===== src/rtl/adc_moving_average.sv =====
// Running mean over the last 2**LOG2_WIN signed ADC samples, delivered through a valid/ready output.
// Sticky overrun flag is raised when an unconsumed mean gets overwritten.
//   state  | meaning
//   S_FILL | window not yet holding WIN samples, no mean published
//   S_RUN  | window full, every accepted sample publishes a mean
module adc_moving_average #(
  parameter int N        = 18,
  parameter int LOG2_WIN = 3
) (
  input  logic                SCLK,
  input  logic                reset,
  input  logic                rx_done_tick,
  input  logic signed [N-1:0] data_in,
  input  logic                flush,
  input  logic                avg_ready,
  output logic signed [N-1:0] avg_out,
  output logic                avg_valid,
  output logic                overrun,
  output logic                win_full
);

  localparam int WIN = 2**LOG2_WIN;
  localparam int AW  = N + LOG2_WIN;
  localparam int CW  = LOG2_WIN + 1;

  typedef enum logic {S_FILL, S_RUN} state_t;

  state_t                 state_q, state_d;
  logic signed [N-1:0]    mem_q [WIN];
  logic [LOG2_WIN-1:0]    wr_ptr_q, wr_ptr_d;
  logic [CW-1:0]          cnt_q, cnt_d;
  logic signed [AW-1:0]   acc_q, acc_d, acc_sum;
  logic signed [AW-1:0]   data_ext, old_ext;
  logic signed [N-1:0]    avg_out_q, avg_out_d;
  logic                   avg_valid_q, avg_valid_d;
  logic                   overrun_q, overrun_d;
  logic                   accept, publish;

  assign accept   = rx_done_tick & ~flush;
  assign data_ext = {{LOG2_WIN{data_in[N-1]}}, data_in};
  assign old_ext  = {{LOG2_WIN{mem_q[wr_ptr_q][N-1]}}, mem_q[wr_ptr_q]};
  assign acc_sum  = acc_q + data_ext - old_ext;

  always_comb begin
    state_d     = state_q;
    wr_ptr_d    = wr_ptr_q;
    cnt_d       = cnt_q;
    acc_d       = acc_q;
    avg_out_d   = avg_out_q;
    avg_valid_d = avg_valid_q;
    overrun_d   = overrun_q;
    publish     = 1'b0;
    if (flush) begin
      state_d     = S_FILL;
      wr_ptr_d    = '0;
      cnt_d       = '0;
      acc_d       = '0;
      avg_valid_d = 1'b0;
    end else begin
      if (avg_valid_q && avg_ready) avg_valid_d = 1'b0;
      if (accept) begin
        acc_d    = acc_sum;
        wr_ptr_d = wr_ptr_q + 1'b1;
        case (state_q)
          S_FILL: begin
            cnt_d = cnt_q + 1'b1;
            if (cnt_q == CW'(WIN - 1)) begin
              state_d = S_RUN;
              publish = 1'b1;
            end
          end
          S_RUN:   publish = 1'b1;
          default: state_d = S_FILL;
        endcase
      end
      if (publish) begin
        // Upper N bits of the sum are the arithmetic-shifted (floor) mean
        avg_out_d   = acc_sum[AW-1 -: N];
        avg_valid_d = 1'b1;
        if (avg_valid_q && !avg_ready) overrun_d = 1'b1;
      end
    end
  end

  always_ff @(posedge SCLK or posedge reset) begin
    if (reset) begin
      state_q     <= S_FILL;
      wr_ptr_q    <= '0;
      cnt_q       <= '0;
      acc_q       <= '0;
      avg_out_q   <= '0;
      avg_valid_q <= 1'b0;
      overrun_q   <= 1'b0;
    end else begin
      state_q     <= state_d;
      wr_ptr_q    <= wr_ptr_d;
      cnt_q       <= cnt_d;
      acc_q       <= acc_d;
      avg_out_q   <= avg_out_d;
      avg_valid_q <= avg_valid_d;
      overrun_q   <= overrun_d;
    end
  end

  // Cleared storage lets the fill phase evict zeros with the same update equation
  always_ff @(posedge SCLK or posedge reset) begin
    if (reset) begin
      for (int i = 0; i < WIN; i++) mem_q[i] <= '0;
    end else if (flush) begin
      for (int i = 0; i < WIN; i++) mem_q[i] <= '0;
    end else if (accept) begin
      mem_q[wr_ptr_q] <= data_in;
    end
  end

  assign avg_out   = avg_out_q;
  assign avg_valid = avg_valid_q;
  assign overrun   = overrun_q;
  assign win_full  = (state_q == S_RUN);

endmodule


===== config.mk =====
export PLATFORM = sky130hd
export DESIGN_NAME = adc_moving_average
export DESIGN_NICKNAME = d
export VERILOG_FILES = /design/src/rtl/adc_moving_average.sv
export SDC_FILE = /design/constraint.sdc
export NUM_CORES = 1
export LEC_CHECK = 0
export BUFFER_PORTS_ARGS = -buffer_cell sky130_fd_sc_hd__buf_2
export CORE_UTILIZATION = 60
export CTS_CLUSTER_SIZE = 10
export DETAILED_ROUTE_END_ITERATION = 8
export PLACE_DENSITY = 0.78
export SETUP_SLACK_MARGIN = 0.4
export SYNTH_ARGS = -nofsm -noshare
export SYNTH_HDL_FRONTEND = slang
export SYNTH_SLANG_ARGS = --single-unit
export TNS_END_PERCENT = 20

===== constraint.sdc =====
create_clock -name SCLK -period 17.8 [get_ports SCLK]
set_input_delay 2.67 -clock SCLK [delete_from_list [all_inputs] [get_ports SCLK]]
set_output_delay 2.67 -clock SCLK [all_outputs]
set_load 0.01 [all_outputs]

==> summary.md <==
| Metric | Value |
|---|---|
| Initial DRT Pass Iterations | `6` |
| Number of synthesized flops with an enable pin | `0` |
| Max-slew violation count | `0` |
| Non-filler cells, final | `1407` |
| CP Data Arrival Time | `5520 ps` |
| Critical setup path kind | `input pin to register` |
| Proportion of synthesized chip area in sequential cells | `46.4%` |
| Routed vias/inst | `6.14` |
| Remaining global-route overflow | `0` |
| Most instantiated cells after synthesis | `nand2_1 (346), dfrtp_1 (193), a21oi_1 (158)` |
| CTS resizes | `0` |
| Worst Setup SP | `data_in[13]` |
| Critical Path Fanout Max | `12` |
| Worst R2R Start | `wr_ptr_q[0]` |
| Setup Viol. Count Final | `0` |
| Synthesized area per cell | `8.68 um2` |
| FMAX | `0.192 GHz` |
| Clock-pin slew on the worst setup and hold paths | `70 ps` |
| CTS tree | `built` |
| Synth Warn # | `0` |
| Final setup skew | `8.24 ps` |
| Power per Cell Area | `117 mW/mm2` |
| Post-DP HPWL | `16500 um` |
| R2R setup slack | `13250 ps` |
| Multi-input gate area | `0.00483 mm2` |
| Static Leakage | `0.00500 uW` |
| Initial antenna violation count | `1` |
| Synth top area share | `46.4%` |
| CP required | `18110 ps` |
| Sequential cell area | `0.00483 mm2` |
| Top FF cell, synth | `dfrtp_1` |
| CTS hold repair buffers | `0` |
| Worst reg-to-reg path cell count | `15` |
| Setup_tns | `0 ps` |
| Vias | `8637` |
| Min Tclk post-route | `5210 ps` |
| Max-cap violations | `0` |
| Share of flip-flops with an asynchronous set or reset | `100%` |
| Die Area | `0.0179 mm2` |
| Clk root buf | `clkbuf_16` |
| Cell variety after synth | `60` |
| Flops & latches, synth | `193` |
| Startpoint Class | `input pin` |
| Tot GR Track Use | `32.9%` |
| Routed length per instance | `19.8 um` |
| DR iter-0 viols | `979` |
| Critical Path End Type | `register` |
| Routed Antenna Nets | `0` |
| Num ports | `44` |
| Largest net degree at the start of global routing | `126` |
| Hold path depth | `2` |
| Top-count cell post-synth | `nand2_1` |
| Reg-to-reg endpoint | `acc_q[20]` |
| Routed wire length | `27900 um` |
| Height of the chip | `134 um` |
| Area Growth Syn to Fin | `7.14%` |
| Core box area | `0.0168 mm2` |
| Synthesized cell area | `0.0104 mm2` |
| Yosys top cell by area | `dfrtp_1` |
| First-pass GRT wire length | `44700 um` |
| Die W | `134 um` |
| Clock buffer depth | `2` |
| Final #Nets | `1241` |
| Synth top area cells | `dfrtp_1 (46%), nand2_1 (12%), a21oi_1 (7.6%), a22oi_1 (5.1%), fa_1 (3.8%)` |
| Post-Syn Instances | `1198` |
| # fillers | `1374` |
| Inserted Diodes | `0` |
| Layout cells sized above 1 | `8.51%` |
| Hold_sp | `avg_out[1]` |
| Peak VDD IR | `0.0887 mV` |
| Postcts setup bufs | `0` |
| Synthesized Nets | `1265` |
| Final Cycle Share | `29.3%` |
| Cell row count | `47` |
| Slew margin rel. | `25.1%` |
| Number of global-route vias before repair | `8277` |
| Final Hold Viols | `0` |
| Hold Path Class | `register to register` |
| Status | `finished clean` |
| Total CTS buffers | `17` |
| IO Port Bufs | `43` |
| DR DRC count | `0` |
| Hold path endpoint | `avg_out[1]` |
| GP Congestion | `0.883` |
| Starting Density | `62.1%` |
| RSZ-0062 raised after global routing | `false` |
| Inst Count DP | `1375` |
| Clk sinks | `193` |
| H-tree depth | `4` |
| Clk_lat worst skew | `440 ps` |
| Actual slew at the worst max-slew pin | `1120 ps` |
-- kinds of logic after synthesis --
group	Yosys count	synth area share (%)
fa+ha+maj	44	6.74
buf+inv	173	7.36
mux	12	1.17
simple gates	446	18.2
flops	193	46.4
xor+xnor	25	2.24
compound gates	305	17.9
-- per-layer routing --
layer,GRT usage (%),routed length (um),vias up
met2,48.7,12500,501
li1,-,-,3943
met1,45.5,11500,4101
met3,7.88,2770,90
met5,0,10,-
met4,15.9,1060,2
-- metrics by stage --
step	cell area [um2]	hold slack [ps]	worst slack [ps]	util [%]	power [uW]
floorplan	10400	456	9870	-	822
global placement	10500	453	12310	62.8	883
detailed placement	10500	465	12200	62.8	895
CTS	11100	482	12660	66.5	1300
global route	11100	499	12450	66.5	1370
finish	11100	475	12590	66.5	1300
-- layout make-up --
class | count | area share, %
Clock buffer | 20 | 4.19
Multi-Input combinational cell | 832 | 43.3
Sequential cell | 193 | 43.3
Clock inverter | 12 | 1.38
Timing Repair Buffer | 53 | 2.63
Tap cell | 220 | 2.47
Inverter | 77 | 2.66
-- worst max-delay path: stages --
cell and delay [ps]:
buf_2 180, inv_1 110, fa_1 540, inv_1 40, ha_1 430, a211o_1 330
a21oi_1 190, nand2_1 90, a221oi_1 430, a21oi_1 100, nor4_1 280, o211ai_1 130
-- placed cells by master, fill, tap and decap left out, drive strengths merged, types with 4 or more instances in the layout --
| cell type | netlist | final |
|---|---|---|
| a22oi | 71 | 71 |
| nor3b | 4 | 4 |
| nor3 | 6 | 6 |
| and2 | 8 | 8 |
| a21o | 10 | 10 |
| a211oi | 5 | 5 |
| xnor2 | 14 | 14 |
| xor2 | 10 | 10 |
| nand2 | 347 | 347 |
| buf | 20 | 53 |
| dfrtp | 193 | 193 |
| fa | 20 | 20 |
| ha | 24 | 24 |
| nand4 | 22 | 22 |
| clkinv | 0 | 4 |
| nor2 | 25 | 25 |
| o21ai | 34 | 34 |
| a21oi | 159 | 159 |
| inv | 77 | 79 |
| nor2b | 9 | 9 |
| nand2b | 5 | 5 |
| mux2i | 11 | 11 |
| clkbuf | 76 | 20 |
| nand3 | 4 | 4 |
| or3 | 4 | 4 |
-- report_power, final --
part           internal [uW]  total, uW  switching, uW
combinational            158        424            266
clock                    233        406            173
sequential               460        472           12.6
-- sequential cells by signal, indices dropped and copies added, names as in the netlist --
name	count
avg_out	18
acc_q	21
wr_ptr_q	3
avg_valid	1
overrun	1
cnt_q	4
win_full	1
mem_q	144
-- worst max-delay path by stage --
stage / to / slack, ps
3_5_place_dp: acc_q[20] / 12200
4_1_cts: acc_q[20] / 12660
5_1_grt: acc_q[20] / 12450
2_1_floorplan: acc_q[0] / 9870
3_3_place_gp: acc_q[20] / 12310
6_report: acc_q[20] / 12590
No activity file was read; power rests on OpenSTA's default activity.
